**config.mk**
```make
export PLATFORM = sky130hd
export DESIGN_NAME = instr_fetch_unit_flat
export DESIGN_NICKNAME = d
export VERILOG_FILES = /design/src/rtl/instr_fetch_if.sv /design/src/rtl/instr_fetch_unit.sv /design/src/flat_wrapper.sv
export SDC_FILE = /design/constraint.sdc
export NUM_CORES = 1
export LEC_CHECK = 0
export CAP_MARGIN = 20
export CORE_ASPECT_RATIO = 1.4
export CORE_UTILIZATION = 56
export CTS_CLUSTER_DIAMETER = 120
export DETAILED_ROUTE_END_ITERATION = 12
export PLACE_DENSITY = 0.92
export SYNTH_ARGS = -nofsm -noshare
export SYNTH_HDL_FRONTEND = slang
export SYNTH_SLANG_ARGS = --single-unit
```
**constraint.sdc**
```tcl
create_clock -name clk -period 3.3 [get_ports clk]
set_clock_uncertainty 0.05 [all_clocks]
set_input_delay 0.66 -clock clk [delete_from_list [all_inputs] [get_ports clk]]
set_output_delay 0.66 -clock clk [all_outputs]
set_load 0.005 [all_outputs]
```
**src/rtl/instr_fetch_if.sv**
```systemverilog
// Bundle of the fetch unit's handshake/bus signals.
//   Memory request : mem_req_valid/mem_req_ready/mem_req_addr (valid/ready)
//   Memory response: mem_rsp_valid/mem_rsp_data (one per accepted request, in order)
//   Decode side    : instr_valid/instr_ready/instr_data/instr_pc (FIFO head)
//   Control flow   : redirect_valid/redirect_pc (single-cycle pulse)
// The master modport is the fetch unit; the slave modport is the memory,
// decode and redirect environment around it.
interface instr_fetch_if #(
  parameter int XLEN = 32
);
  logic            mem_req_valid;
  logic            mem_req_ready;
  logic [XLEN-1:0] mem_req_addr;
  logic            mem_rsp_valid;
  logic [31:0]     mem_rsp_data;
  logic            instr_valid;
  logic            instr_ready;
  logic [31:0]     instr_data;
  logic [XLEN-1:0] instr_pc;
  logic            redirect_valid;
  logic [XLEN-1:0] redirect_pc;

  modport master (
    output mem_req_valid, mem_req_addr, instr_valid, instr_data, instr_pc,
    input  mem_req_ready, mem_rsp_valid, mem_rsp_data, instr_ready,
           redirect_valid, redirect_pc
  );

  modport slave (
    input  mem_req_valid, mem_req_addr, instr_valid, instr_data, instr_pc,
    output mem_req_ready, mem_rsp_valid, mem_rsp_data, instr_ready,
           redirect_valid, redirect_pc
  );
endinterface

```
**src/rtl/instr_fetch_unit.sv**
```systemverilog
// Instruction fetch front end for the multicycle RISC-V core.
// Owns the fetch PC, issues one word read at a time over the memory port,
// and queues fetched {pc, instruction} pairs in a DEPTH-entry FIFO for decode.
// A redirect flushes the FIFO and retargets the fetch PC; a response for a
// request accepted before the redirect is dropped in DRAIN.
// Ports:
//   clk    - clock, rising edge
//   rst_n  - asynchronous active-low reset
//   bus    - instr_fetch_if.master (memory port, decode port, redirect)
// The bus interface instance must use the same XLEN as this module.
module instr_fetch_unit #(
  parameter int              XLEN     = 32,
  parameter logic [XLEN-1:0] RESET_PC = 32'h0001_0000,
  parameter int              DEPTH    = 4
) (
  input  logic          clk,
  input  logic          rst_n,
  instr_fetch_if.master bus
);

  localparam int PTR_W = (DEPTH > 1) ? $clog2(DEPTH) : 1;
  localparam int CNT_W = PTR_W + 1;
  localparam logic [CNT_W-1:0] DEPTH_C = CNT_W'(DEPTH);

  typedef enum logic [1:0] {
    IDLE  = 2'd0,
    REQ   = 2'd1,
    WAIT  = 2'd2,
    DRAIN = 2'd3
  } state_e;

  state_e           state_q;
  logic [XLEN-1:0]  fetchPc_q;
  logic [XLEN-1:0]  reqPc_q;
  logic [PTR_W-1:0] rdPtr_q;
  logic [PTR_W-1:0] wrPtr_q;
  logic [CNT_W-1:0] count_q;
  logic [CNT_W-1:0] count_d;
  logic [31:0]      dataMem_q [DEPTH];
  logic [XLEN-1:0]  pcMem_q   [DEPTH];

  logic accept;
  logic rspValid;
  logic push;
  logic pop;

  assign accept   = (state_q == REQ) && bus.mem_req_ready;
  // Responses only mean something while a request is outstanding.
  assign rspValid = bus.mem_rsp_valid && ((state_q == WAIT) || (state_q == DRAIN));
  // A response landing together with a redirect belongs to the old stream.
  assign push     = (state_q == WAIT) && bus.mem_rsp_valid && !bus.redirect_valid;
  assign pop      = (count_q != '0) && bus.instr_ready;

  always_comb begin
    count_d = count_q;
    if (bus.redirect_valid) begin
      count_d = '0;
    end else begin
      count_d = count_q + CNT_W'(push) - CNT_W'(pop);
    end
  end

  // All outputs come straight from registers.
  assign bus.mem_req_valid = (state_q == REQ);
  assign bus.mem_req_addr  = fetchPc_q;
  assign bus.instr_valid   = (count_q != '0);
  assign bus.instr_data    = dataMem_q[rdPtr_q];
  assign bus.instr_pc      = pcMem_q[rdPtr_q];

  always_ff @(posedge clk or negedge rst_n) begin
    if (!rst_n) begin
      state_q   <= IDLE;
      fetchPc_q <= RESET_PC;
      reqPc_q   <= '0;
      rdPtr_q   <= '0;
      wrPtr_q   <= '0;
      count_q   <= '0;
      for (int i = 0; i < DEPTH; i++) begin
        dataMem_q[i] <= '0;
        pcMem_q[i]   <= '0;
      end
    end else begin
      count_q <= count_d;
      if (bus.redirect_valid) begin
        rdPtr_q   <= '0;
        wrPtr_q   <= '0;
        fetchPc_q <= {bus.redirect_pc[XLEN-1:2], 2'b00};
        // A request accepted now (or still outstanding) is stale and must be
        // drained; a response arriving now closes the stale transaction.
        case (state_q)
          IDLE:    state_q <= REQ;
          REQ:     state_q <= accept ? DRAIN : REQ;
          WAIT:    state_q <= rspValid ? REQ : DRAIN;
          DRAIN:   state_q <= rspValid ? REQ : DRAIN;
          default: state_q <= IDLE;
        endcase
      end else begin
        if (pop) begin
          rdPtr_q <= rdPtr_q + PTR_W'(1);
        end
        if (push) begin
          dataMem_q[wrPtr_q] <= bus.mem_rsp_data;
          pcMem_q[wrPtr_q]   <= reqPc_q;
          wrPtr_q            <= wrPtr_q + PTR_W'(1);
        end
        case (state_q)
          IDLE: begin
            if (count_q < DEPTH_C) begin
              state_q <= REQ;
            end
          end
          REQ: begin
            if (accept) begin
              reqPc_q   <= fetchPc_q;
              fetchPc_q <= fetchPc_q + XLEN'(4);
              state_q   <= WAIT;
            end
          end
          WAIT: begin
            // Entering REQ only with a free slot keeps the FIFO from overflowing.
            if (rspValid) begin
              state_q <= (count_d < DEPTH_C) ? REQ : IDLE;
            end
          end
          DRAIN: begin
            if (rspValid) begin
              state_q <= REQ;
            end
          end
          default: state_q <= IDLE;
        endcase
      end
    end
  end

endmodule

```
**src/flat_wrapper.sv**
```systemverilog
// flat-port wrapper written by rule: the top's interface ports become plain ports
module instr_fetch_unit_flat 
#(
  parameter int              XLEN     = 32,
  parameter logic [XLEN-1:0] RESET_PC = 32'h0001_0000,
  parameter int              DEPTH    = 4
)
  (clk, rst_n, bus_mem_req_valid, bus_mem_req_addr, bus_instr_valid, bus_instr_data, bus_instr_pc, bus_mem_req_ready, bus_mem_rsp_valid, bus_mem_rsp_data, bus_instr_ready, bus_redirect_valid, bus_redirect_pc);
  instr_fetch_if #(.XLEN(XLEN)) bus_i ();
  input  logic clk;
  input  logic rst_n;
  output wire logic [$bits(bus_i.mem_req_valid)-1:0] bus_mem_req_valid;
  output wire logic [$bits(bus_i.mem_req_addr)-1:0] bus_mem_req_addr;
  output wire logic [$bits(bus_i.instr_valid)-1:0] bus_instr_valid;
  output wire logic [$bits(bus_i.instr_data)-1:0] bus_instr_data;
  output wire logic [$bits(bus_i.instr_pc)-1:0] bus_instr_pc;
  input wire logic [$bits(bus_i.mem_req_ready)-1:0] bus_mem_req_ready;
  input wire logic [$bits(bus_i.mem_rsp_valid)-1:0] bus_mem_rsp_valid;
  input wire logic [$bits(bus_i.mem_rsp_data)-1:0] bus_mem_rsp_data;
  input wire logic [$bits(bus_i.instr_ready)-1:0] bus_instr_ready;
  input wire logic [$bits(bus_i.redirect_valid)-1:0] bus_redirect_valid;
  input wire logic [$bits(bus_i.redirect_pc)-1:0] bus_redirect_pc;
  assign bus_mem_req_valid = bus_i.mem_req_valid;
  assign bus_mem_req_addr = bus_i.mem_req_addr;
  assign bus_instr_valid = bus_i.instr_valid;
  assign bus_instr_data = bus_i.instr_data;
  assign bus_instr_pc = bus_i.instr_pc;
  assign bus_i.mem_req_ready = bus_mem_req_ready;
  assign bus_i.mem_rsp_valid = bus_mem_rsp_valid;
  assign bus_i.mem_rsp_data = bus_mem_rsp_data;
  assign bus_i.instr_ready = bus_instr_ready;
  assign bus_i.redirect_valid = bus_redirect_valid;
  assign bus_i.redirect_pc = bus_redirect_pc;
  instr_fetch_unit #(.XLEN(XLEN), .RESET_PC(RESET_PC), .DEPTH(DEPTH)) u_core (.clk(clk), .rst_n(rst_n), .bus(bus_i));
endmodule
```
### After elaboration in Yosys (flattened, before gate mapping)

Index checks and enable logic that the tools add are counted.

| word-level totals | value |
|---|---|
| flip-flop bits (word level) | 329 |
| input bits | 70 |
| word-level logic and storage cells | 81 |

| operators by class | value |
|---|---|
| $add $sub $neg | 5 |
| order comparisons | 5 |
| equality and inequality tests | 7 |
| multiplexer cells | 28 |
| bitwise logic cells | 3 |
| reductions and logical operators | 19 |

Operators by type and width:

| operator | count |
|---|---|
| $bwmux W128 | 2 |
| $mux W32 | 8 |
| $bmux W32 S2 | 2 |
| $demux W32 S2 | 1 |
| $add A32 B3 Y32 const B | 1 |
| $mux W2 | 11 |
| $ne A3 B2 Y1 const B | 3 |
| $pmux W2 S4 | 1 |
| $reduce_bool A2 Y1 | 4 |
| $ge A3 B3 Y1 const B | 2 |
| $logic_and A1 B1 Y1 | 6 |
| $lt A3 B3 Y1 const B | 2 |
| $not A2 Y3 | 2 |
| $pmux W2 S3 | 1 |
| $add A2 B1 Y2 const B | 2 |
| $eq A2 B2 Y1 const B | 2 |
| $reduce_and A2 Y1 | 2 |
| $reduce_and A4 Y1 | 1 |
| $add A3 B1 Y3 | 1 |
| $lt A3 B1 Y1 const B | 1 |
| $mux W3 | 1 |
| $ne A3 B1 Y1 const B | 1 |
| $reduce_and A3 Y1 | 1 |
| $reduce_bool A3 Y1 | 1 |
| other kinds (8) | 8 |

### Logic depth before layout (Yosys ltp)

| depth | value |
|---|---|
| word-level depth | 11 |
| gate-level depth with buffers | 10 |
| depth with buffers taken out | 10 |

### Worst setup path before layout

Ideal clock, no wire load.

| timing | value |
|---|---|
| path type | input-to-reg |
| from | in bus_instr_ready |
| to | reg u_core.state_q[0] |
| arrival time | 2.245 ns |
| required time | 3.124 ns |
| slack | 0.879 ns |
| cell stages on the path | 9 |
| buffers on the path | 0 |
| cell sequence | o31a_1 ha_1 inv_1 ha_1 inv_1 fa_1 xor2_1 o31ai_1 a221o_1 |

| between the ends | value |
|---|---|
| cells in the longest elaborated chain, start to end | 8 |

Ends and longest elaborated chain:

| item | line | source |
|---|---|---|
| start, declared | flat_wrapper.sv:20 | `input wire logic [$bits(bus_i.instr_ready)-1:0] bus_instr_ready;` |
| $logic_and A1 B1 Y1 | instr_fetch_unit.sv:52 | `assign pop = (count_q != '0) && bus.instr_ready;` |
| $sub A3 B1 Y3 | instr_fetch_unit.sv:59 | `count_d = count_q + CNT_W'(push) - CNT_W'(pop);` |
| $mux W3 | instr_fetch_unit.sv:56 | `if (bus.redirect_valid) begin` |
| $lt A3 B3 Y1 | instr_fetch_unit.sv:122 | `state_q <= (count_d < DEPTH_C) ? REQ : IDLE;` |
| $mux W1 | instr_fetch_unit.sv:122 |  |
| $mux W2 | instr_fetch_unit.sv:121 | `if (rspValid) begin` |
| $pmux W2 S4 | instr_fetch_unit.sv:106 | `case (state_q)` |
| $mux W2 | instr_fetch_unit.sv:84 | `if (bus.redirect_valid) begin` |
| end signal, assigned | instr_fetch_unit.sv:92 | `REQ: state_q <= accept ? DRAIN : REQ;` |
| end signal, assigned | instr_fetch_unit.sv:93 | `WAIT: state_q <= rspValid ? REQ : DRAIN;` |
| end signal, assigned | instr_fetch_unit.sv:122 |  |
| end, declared | instr_fetch_unit.sv:32 | `state_e state_q;` |

No other way between the ends. The select of a mux whose other input is x is not followed.
A chain may end at the register's enable or synchronous reset.

### Worst setup path after layout

| timing | value |
|---|---|
| from | reg u_core.rdPtr_q[0] |
| to | out bus_instr_pc[31] |

| between the ends | value |
|---|---|
| cells in the longest elaborated chain, start to end | 4 |

Ends and longest elaborated chain:

| item | line | source |
|---|---|---|
| start, declared | instr_fetch_unit.sv:35 | `logic [PTR_W-1:0] rdPtr_q;` |
| start signal, assigned | instr_fetch_unit.sv:99 | `rdPtr_q <= rdPtr_q + PTR_W'(1);` |
| $not A2 Y3 (not written as such) | instr_fetch_unit.sv:68 | `assign bus.instr_pc = pcMem_q[rdPtr_q];` |
| $bmux W32 S2 | instr_fetch_unit.sv:68 |  |
| $mux W32 (not written as such) (2 in a row) | instr_fetch_unit.sv:68 |  |
| end, declared | flat_wrapper.sv:16 | `output wire logic [$bits(bus_i.instr_pc)-1:0] bus_instr_pc;` |

No other way between the ends. The select of a mux whose other input is x is not followed.

==> results.md <==
- Outcome: complete, no violations
- CP max FO: 15
- Utilization after layout: 0.696
- Clock Pin Slew Worst Setup and Hold Paths: 0.06 ns
- Routed vias: 8747
- Worst slew margin: 0.548
- Initial core utilization: 0.571
- Async SR Flop Fraction: 1.00
- Clk root buf: clkbuf_16
- Die H: 190 um
- Clock latency on the worst-skew pair: 0.55 ns
- Num CTS Buffers: 30
- Wirelength per Cell: 21.4 um
- Max cap viols: 0
- Seq/Total Area, Yosys: 0.563
- CP max-delay cell: dfrtp_4
- Critical path endpoint category: output pin
- Layout cell share with drive strength beyond 1: 0.376
- ANT cells: 0
- Min Tclk post-route: 3.11 ns
- Critical path, cell by cell: buf_6 -> mux4_2 -> clkdlybuf4s50_1
- Initial DRC Count: 450
- Post CTS Setup Buffer Count: 0
- Pre-Repair DR Iteration Count: 5
- Max-slew violation count: 0
- Critical path buffers and inverters: 2
- DPL Wire Length: 19.2 mm
- Max Root-Sink Buffers: 3
- Largest net degree at the start of global routing: between 80 and 90
- PnR Total Power: roughly 12000 uW
- Total negative setup slack: 0 ns
- Startpoint Class: flip-flop
- I/O pin count: 168
- #FFs+latches synth: 317
- Setup ws final: 0.186 ns
- Register area: 7940 um^2
- Via density: 6.09
- Top post-synthesis cells by count: 316 x dfrtp_1, 278 x mux2_2, 62 x mux4_2, 42 x clkbuf_1, 33 x nand2_1
- Ys flop type: dfrtp_1
- Antenna-violating nets left: 0
- Multi-input logic area: 5890 um^2
- Top cells by area, synth: dfrtp_1 56%, mux2_2 22%, mux4_2 9.9%
- Core area: ~25000 um^2
- H-tree Lvls: 1
- RSZ-0062 raised after global routing: no
- Worst EP arrival: between 2 and 2.5 ns
- VDD IR max: 576 uV
- WP data required: 2.59 ns
- Delay-heaviest family, CP: buffers and inverters
- Endpoints failing hold: 0
- Power Density: 688 nW/um^2
- Routability congestion estimate: about 0.84
- Number of port buffers: ~160
- Remaining DRCs: 0
- Site row count: slightly below 70
- Max Clk Rate: between 0.3 and 0.4 GHz
- Number of cells produced by synthesis: 943
- CTS Sinks: 317
- Synthesis-to-finish area growth: 22.0%
- Synth Cell Area: 14100 um^2
- Grt ovf: 0
- Part of the cycle the worst path needs: 0.944
- Setup violators final: 0
- Global-route wire length before repair: around 50 mm
- HP Class: input pin to asynchronous set/reset pin
- Netlist cell types: 47
- Setup WS pre-CTS: 0.252 ns
- CP max stage delay: 0.54 ns
- Worst Tran Pin Value: 0.679 ns
- Fillers: about 1600
- Cell leakage power: 0.00790 uW
- Drt total wl: between 30 and 40 mm
- Die area: about 26000 um^2
- CTS tree: yes
- Post-synth EDFFs: 0
- Yosys top cell area share: 0.562
- Final #Nets: 1178
- Cell with the most instances after synthesis: dfrtp_1
- Initial antenna violation count: 0
- YS warnings: 0
- Crit Path Class: flip-flop to output pin
- Biggest area consumer among synthesized cells: dfrtp_1
- Global router's overall resource usage: 0.247
- Synth Area per Inst: 14.9 um^2
- Number of global-route vias before repair: between 9000 and 10000
- Die W: 136 um
==> cells by family (layout without fill, tap and decap cells) <==
kind of cell / Yosys count / after routing / share of synthesized area
DFF: 317 / 317 / 0.563
muxes: 342 / 342 / 0.323
and+or+nand+nor: 136 / 136 / 0.0512
adders and majority gates: 8 / 8 / 0.00764
xor gates and xnor gates: 15 / 15 / 0.00933
AOI/OAI and AO/OA: 52 / 52 / 0.0241
buffers and inverters: 72 / 248 / 0.0211
other: 1 / 4 / 0.000266
==> worst paths after layout <==
check / startpoint / to / slack [ns] / cells past startpoint
hold reg to reg: u_core.dataMem_q[34] / u_core.dataMem_q[34] / 0.45 / 1
setup / recovery: u_core.rdPtr_q[0] / bus_instr_pc[31] / 0.19 / 3
min in group clk: u_core.dataMem_q[34] / u_core.dataMem_q[34] / 0.45 / 1
hold / removal: rst_n / u_core.bus.mem_req_addr[21] / 0.08 / 1
max in group asynchronous: rst_n / u_core.dataMem_q[28] / 2.29 / 2
setup reg to reg: u_core.count_q[2] / u_core.state_q[0] / 0.74 / 9
==> stage by stage <==
stage / cell area (um^2) / instances / hold WS (ns)
2_1_floorplan: 14100 / 946 / 0.314
3_3_place_gp: 16200 / 1383 / 0.431
3_5_place_dp: 16200 / 1383 / 0.437
4_1_cts: 17200 / 1437 / 0.0915
5_1_grt: 17200 / 1437 / 0.113
6_report: 17200 / 1437 / 0.0810
==> registers in the layout, indices dropped and copies added (netlist names) <==
register,cells
u_core.dataMem_q,128
u_core.count_q,3
u_core.pcMem_q,120
u_core.wrPtr_q,2
u_core.state_q,2
u_core.rdPtr_q,2
u_core.bus.mem_req_addr,30
u_core.reqPc_q,30
==> cell usage in the layout, fill, tap and decap left out, drive strengths merged, types with 12 or more instances in the layout <==
cell type and count:
clkbuf 47, clkdlybuf4s50 160, nand2 33, nand3 15, or4 12, mux4 62
buf 23, mux2 278, dfrtp 316, o21ai 17, nor2 28
==> timing repair <==
| action | CTS | global route |
|---|---|---|
| endpoints found under the setup margin | 0 | 1 |
| resized for setup | 0 | 1 |
| hold buffers | 0 | 0 |
==> layout make-up <==
class,instances,share of cell area
well taps,315,0.0229
inverters,11,0.00240
flip-flops and latches,317,0.462
clock inverters,7,0.00510
multi-input cells,557,0.343
clock buffers,47,0.0527
repair buffers,183,0.111
==> routing by layer <==
| metal | wire (um) | global-route usage | part of all wire |
|---|---|---|---|
| met4 | 754 | 0.0808 | 0.025 |
| met1 | 12400 | 0.321 | 0.40 |
| met2 | 16000 | 0.427 | 0.52 |
| met3 | 1480 | 0.0322 | 0.048 |
| met5 | 0 | 0 | 0 |
==> report_power, final <==
group / internal [uW] / switching, uW / total (uW)
clock network: 2030 / 1420 / 3450
registers: 4540 / 631 / 5170
logic: 2070 / 1120 / 3190
Note: power is estimated with default switching activity, not from simulation.
==> RTL edit 1: new RTL, config.mk and constraints unchanged <==
`XLEN` is set to 32 in 3 places; all go to 64.
--- a/src/rtl/instr_fetch_if.sv
+++ b/src/rtl/instr_fetch_if.sv
@@ -6,7 +6,7 @@
 // The master modport is the fetch unit; the slave modport is the memory,
 // decode and redirect environment around it.
 interface instr_fetch_if #(
-  parameter int XLEN = 32
+  parameter int XLEN = 64
 );
   logic            mem_req_valid;
   logic            mem_req_ready;
--- a/src/rtl/instr_fetch_unit.sv
+++ b/src/rtl/instr_fetch_unit.sv
@@ -9,7 +9,7 @@
 //   bus    - instr_fetch_if.master (memory port, decode port, redirect)
 // The bus interface instance must use the same XLEN as this module.
 module instr_fetch_unit #(
-  parameter int              XLEN     = 32,
+  parameter int              XLEN     = 64,
   parameter logic [XLEN-1:0] RESET_PC = 32'h0001_0000,
   parameter int              DEPTH    = 4
 ) (
--- a/src/flat_wrapper.sv
+++ b/src/flat_wrapper.sv
@@ -1,7 +1,7 @@
 // flat-port wrapper written by rule: the top's interface ports become plain ports
 module instr_fetch_unit_flat 
 #(
-  parameter int              XLEN     = 32,
+  parameter int              XLEN     = 64,
   parameter logic [XLEN-1:0] RESET_PC = 32'h0001_0000,
   parameter int              DEPTH    = 4
 )
Ports: changed (resized bus_instr_pc, bus_mem_req_addr and bus_redirect_pc); port bits go from 168 to 264. The function was not compared with the original's and may differ.
==> RTL edit 1 against the original RTL <==
- sequential cell count is 192 higher
- sequential share of layout area is 0.26 points lower
- wire length is 93% higher
- core utilization is 0.40 points higher
- area after synthesis is 61% higher
- via count is 68% higher
- combinational power is 39% higher
- final area is 61% higher
- sequential power is 56% higher
- setup slack worse by 0.090 ns
- power is 55% higher
==> RTL edit 1: results (changes against the original RTL) <==
netlist_top_cells_area: "dfrtp_1 56%, mux2_2 22%, mux4_2 9.4%"  # was dfrtp_1 56%, mux2_2 22%, mux4_2 9.9%
hp-class: "in2async"  # unchanged
synth_cell_types: 55  # was 47
portBuffers: 257  # was 161
dp.cells: 2280  # was 1,383
top_register: "u_core.pcMem_q"  # was u_core.dataMem_q
clkLatencyLatePin_ns: 0.58  # was 0.55 ns
whs_ns: 0.06278  # was 0.08097 ns
relSlewSlack_pct: 34.05  # was 54.76%
critPathMaxStageDelay_ns: 0.57  # was 0.54 ns
antenna_found_initial: 4  # was 0
grt_first_pass_wirelength_um: 92180  # was 49,600 um
vias: 14680  # was 8,747
r2r_slack_ns: 0.41  # was 0.74 ns
placed_area_um2: 26050  # was 16,180 um2
leakage_nw: 12.52  # was 7.899 nW
place_congestion: 0.8743  # was 0.8382
ir_drop_mv: 0.4498  # was 0.5756 mV
final_cells: 2371  # was 1,437
synthTopCellsByCount: "508 x dfrtp_1, 440 x mux2_2, 94 x mux4_2"  # was 316 x dfrtp_1, 278 x mux2_2, 62 x mux4_2
fin_crit_sh_pct: 97.08  # was 94.36%
fill_cells: 2547  # was 1,591
dp_slack_ns: 0.2263  # was 0.2521 ns
nets: 1913  # was 1,178
status: "finished clean"  # unchanged
cp.arrival_ns: 2.49  # was 2.40 ns
cts_buffers: 48  # was 30
grt_pass1_vias: 16100  # was 9,325
grt_start_max_net_pins: 102  # was 89
netlist_instances: 1548  # was 943
track_usage_pct: 29.59  # was 24.70%
htreeDepth: 2  # was 1
p_int_mw: 13.33  # was 8.641 mW
hpwl_um: 38230  # was 19,200 um
ys_seq_area_share_pct: 56.27  # was 56.35%
-- RTL edit 1: cell count changes after synthesis, moves of 14 or more --
cell,unedited run,this run
clkbuf_1,42,74
dfrtp_1,316,508
mux2_2,278,440
mux4_2,62,94
nand2_1,33,68
nand3_1,14,31
nand4_1,11,28
o21ai_0,17,53
xnor2_1,10,28
xor2_1,5,19
-- RTL edit 1: cells by family (layout without fill, tap and decap cells) --
kind of cell    after synthesis  in the layout  synth area share (%)
buf+inv                     113            403                 1.957
xor+xnor                     47             47                 1.819
other cells                   1              6               0.01657
flops                       509            509                 56.27
compound gates               84             84                 2.134
mux                         536            536                 31.33
simple gates                250            250                 5.997
fa+ha+maj                     8              8                0.4753
-- RTL edit 1: critical path, delay by kind of cell (launching register included) --
kind	cells	cell delay, ns
flip-flops	1	0.47
buffers and inverters	2	0.82
multiplexers	1	0.57
-- RTL edit 1: layout make-up --
cell class | count | area [um2] | area share (%)
diodes | 2 | 5.005 | 0.01805
clock buffers | 66 | 1330 | 4.798
clock inverters | 22 | 301.5 | 1.088
inverters | 13 | 48.80 | 0.1760
multi-input cells | 929 | 9504 | 34.28
flip-flops and latches | 509 | 12750 | 45.98
well taps | 528 | 660.6 | 2.383
repair buffers | 302 | 3126 | 11.27
-- RTL edit 1: final timing paths --
path / endpoint / depth (start not counted)
worst min-delay path: u_core.dataMem_q[113] / 1
worst min register to register: u_core.dataMem_q[62] / 1
worst max register to register: u_core.bus.mem_req_addr[35] / 6
min in group clk: u_core.dataMem_q[62] / 1
max in group asynchronous: u_core.bus.mem_req_addr[16] / 2
worst max-delay path: bus_instr_pc[54] / 3
-- RTL edit 1: repair_timing --
action,in CTS,in global routing
endpoints found under the setup margin,0,9
gates resized for setup,0,1
setup buffers,0,1
-- RTL edit 1: power by group through the flow --
| stage | clock (mW) | sequential, mW | combinational, mW |
|---|---|---|---|
| after floorplan | 0 | 7.79 | 2.36 |
| after global placement | 0 | 8.00 | 4.27 |
| after detailed placement | 0 | 8.15 | 4.43 |
| after CTS | 5.82 | 8.05 | 4.48 |
| after global routing | 6.08 | 8.20 | 4.76 |
| final | 5.75 | 8.07 | 4.45 |
-- RTL edit 1: per-layer routing --
| metal | vias up | share of wire (%) | GRT usage [%] |
|---|---|---|---|
| met1 | 7631 | 37 | 34.61 |
| met5 | - | 0.056 | 0 |
| met2 | 590 | 51 | 50.01 |
| li1 | 6252 | - | - |
| met3 | 200 | 7.2 | 7.210 |
| met4 | 6 | 5.4 | 15.90 |
==> RTL edit 2: new RTL, same flow settings <==
Made on the original files. Re-encode `state_e` (4 states) as one-hot, 4 bits wide.
--- a/src/rtl/instr_fetch_unit.sv
+++ b/src/rtl/instr_fetch_unit.sv
@@ -22,11 +22,11 @@
   localparam int CNT_W = PTR_W + 1;
   localparam logic [CNT_W-1:0] DEPTH_C = CNT_W'(DEPTH);
 
-  typedef enum logic [1:0] {
-    IDLE  = 2'd0,
-    REQ   = 2'd1,
-    WAIT  = 2'd2,
-    DRAIN = 2'd3
+  typedef enum logic [3:0] {
+    IDLE  = 4'b0001,
+    REQ   = 4'b0010,
+    WAIT  = 4'b0100,
+    DRAIN = 4'b1000
   } state_e;
 
   state_e           state_q;
Function: same outputs for any inputs over 4 cycles, from zero or initial values and one cycle with rst_n low; so few cycles prove little.
==> RTL edit 2 against the original RTL <==
- power is 8.8% lower
- sequential share of layout area decreased by 0.35 points
- sequential cell count up 2
- wire length is the same
- register-to-register slack worse by 0.42 ns
- setup slack worse by 0.013 ns
- sequential power is 5.8% lower
- critical endpoint is now bus_instr_pc[9]
- die area is 2.2% higher
- global-route usage shrank 0.54 points
- critical path type unchanged
- combinational power decreased by 27%
- final area rose by 1.4%
- area after synthesis is 2.2% higher
==> RTL edit 2: results (changes against the original RTL) <==
cts_root_buf: "clkbuf_16"  # unchanged
portBuffers: 161  # unchanged
avgSynthCellArea_um2: 15.15  # was 14.93 um2
leakage_nw: 8.160  # was 7.899 nW
diodes: 0  # unchanged
ir_drop_mv: 0.5331  # was 0.5756 mV
drt_iter0_drc: 424  # was 450
clk_path_buf_depth: 3  # unchanged
hpwl_um: 19780  # was 19,200 um
crit_path_start: "u_core.rdPtr_q[0]"  # unchanged
nets: 1197  # was 1,178
cts_buffers: 29  # was 30
top_regs: "u_core.dataMem_q: 128 flops, u_core.pcMem_q: 120 flops"  # unchanged
wl_per_cell_um: 21.01  # was 21.35 um
relSlewSlack_pct: 54.63  # was 54.76%
cp.arrival_ns: 2.42  # was 2.40 ns
place_congestion: 0.7906  # was 0.8382
ys_seq_area_share_pct: 55.47  # was 56.35%
grt_pass1_vias: 9264  # was 9,325
cts_resized: 0  # unchanged
grt_start_max_net_pins: 84  # was 89
dp.cells: 1399  # was 1,383
critPathMaxStageDelay_ns: 0.57  # was 0.54 ns
critPathTopFamily: "buffers and inverters"  # unchanged
track_usage_pct: 24.16  # was 24.70%
synthTopCellsByCount: "317 x dfrtp_1, 272 x mux2_2, 62 x mux4_2"  # was 316 x dfrtp_1, 278 x mux2_2, 62 x mux4_2
hp-class: "in2async"  # unchanged
vias_per_cell: 5.895  # was 6.087
final_common_cell: "dfrtp_1"  # unchanged
synth_cell_types: 53  # was 47
clkLatencyLatePin_ns: 0.55  # about the same
grt_first_pass_wirelength_um: 49150  # was 49,600 um
async_flop_share_pct: 100.0  # unchanged
status: "finished clean"  # unchanged
swShare_pct: 26.40  # was 26.84%
netlist_top_cells_area: "dfrtp_1 55%, mux2_2 21%, mux4_2 9.7%"  # was dfrtp_1 56%, mux2_2 22%, mux4_2 9.9%
clk_pin_slew_ns: 0.07
path_max_fanout: 12  # was 15
drive_above_1_share_pct: 38.56  # was 37.61%
final_cells: 1460  # was 1,437
htreeDepth: 1  # unchanged
## RTL edit 2: area by class of cell
| class | instances | area (um2) |
|---|---|---|
| Sequential cell | 319 | 7993 |
| Fill cell | 1640 | 7878 |
| Multi-Input combinational cell | 556 | 5917 |
| Timing Repair Buffer | 195 | 2004 |
| Clock buffer | 43 | 878.3 |
| Tap cell | 319 | 399.1 |
| Clock inverter | 10 | 158.9 |
| Inverter | 18 | 67.56 |
## RTL edit 2: kinds of logic after synthesis
| family | Yosys count | synth area share, % |
|---|---|---|
| compound gates | 53 | 2.034 |
| xor+xnor | 33 | 2.103 |
| fa+ha+maj | 8 | 0.7474 |
| buf+inv | 78 | 3.685 |
| flops | 319 | 55.47 |
| mux | 336 | 31.11 |
| other cells | 1 | 0.02605 |
| simple gates | 122 | 4.824 |
## RTL edit 2: timing repair
item | CTS | global route
hold buffers | 0 | 0
endpoints found under the setup margin | 0 | 7
buffers inserted | 0 | 8
endpoints found under the hold margin | 0 | 0
## RTL edit 2: metrics by stage
stage | util (%) | area, um2 | setup slack (ns)
after floorplan | - | 14410 | 0.5562
after CTS | 68.62 | 17360 | 0.05054
after global routing | 68.86 | 17420 | 0.07522
after detailed placement | 64.52 | 16320 | 0.07659
final | 68.86 | 17420 | 0.1733
after global placement | 64.52 | 16320 | 0.1116
## RTL edit 2: power by group through the flow
stage                     Sequential [mW]  Clock [mW]  Combinational, mW
after global placement               4.89           0               2.19
after floorplan                      4.70           0               1.38
final                                4.87        3.58               2.33
after global routing                 4.95        3.79               2.53
after CTS                            4.88        3.63               2.28
after detailed placement             4.94           0               2.26
## RTL edit 2: worst reg2reg max path, stage by stage, from the launching register on
cell,delay [ns]
dfrtp_1,0.41
or3_1,0.36
and2_1,0.20
ha_1,0.28
inv_1,0.06
ha_1,0.13
inv_1,0.05
fa_1,0.36
xnor3_1,0.24
a21oi_1,0.19
o211ai_1,0.11
and2_0,0.17
a32o_1,0.26
## RTL edit 2: final timing paths
check / endpoint / slack, ns / cells past startpoint
worst min-delay path: u_core.dataMem_q[5] / 0.04 / 1
worst max register to register: u_core.state_q[1] / 0.32 / 12
max in group asynchronous: u_core.rdPtr_q[0] / 2.23 / 2
worst min register to register: u_core.dataMem_q[100] / 0.45 / 1
worst max-delay path: bus_instr_pc[9] / 0.17 / 3
min in group clk: u_core.dataMem_q[100] / 0.45 / 1
## RTL edit 2: routing by layer
layer | routed length, um | share of wire, % | GRT usage, % | vias up
met3 | 1333 | 4.3 | 3.088 | 55
met4 | 952 | 3.1 | 8.749 | 0
met2 | 16040 | 52 | 42.39 | 261
met1 | 12360 | 40 | 30.40 | 4503
met5 | 0 | 0 | 0 | -
li1 | - | - | - | 3788
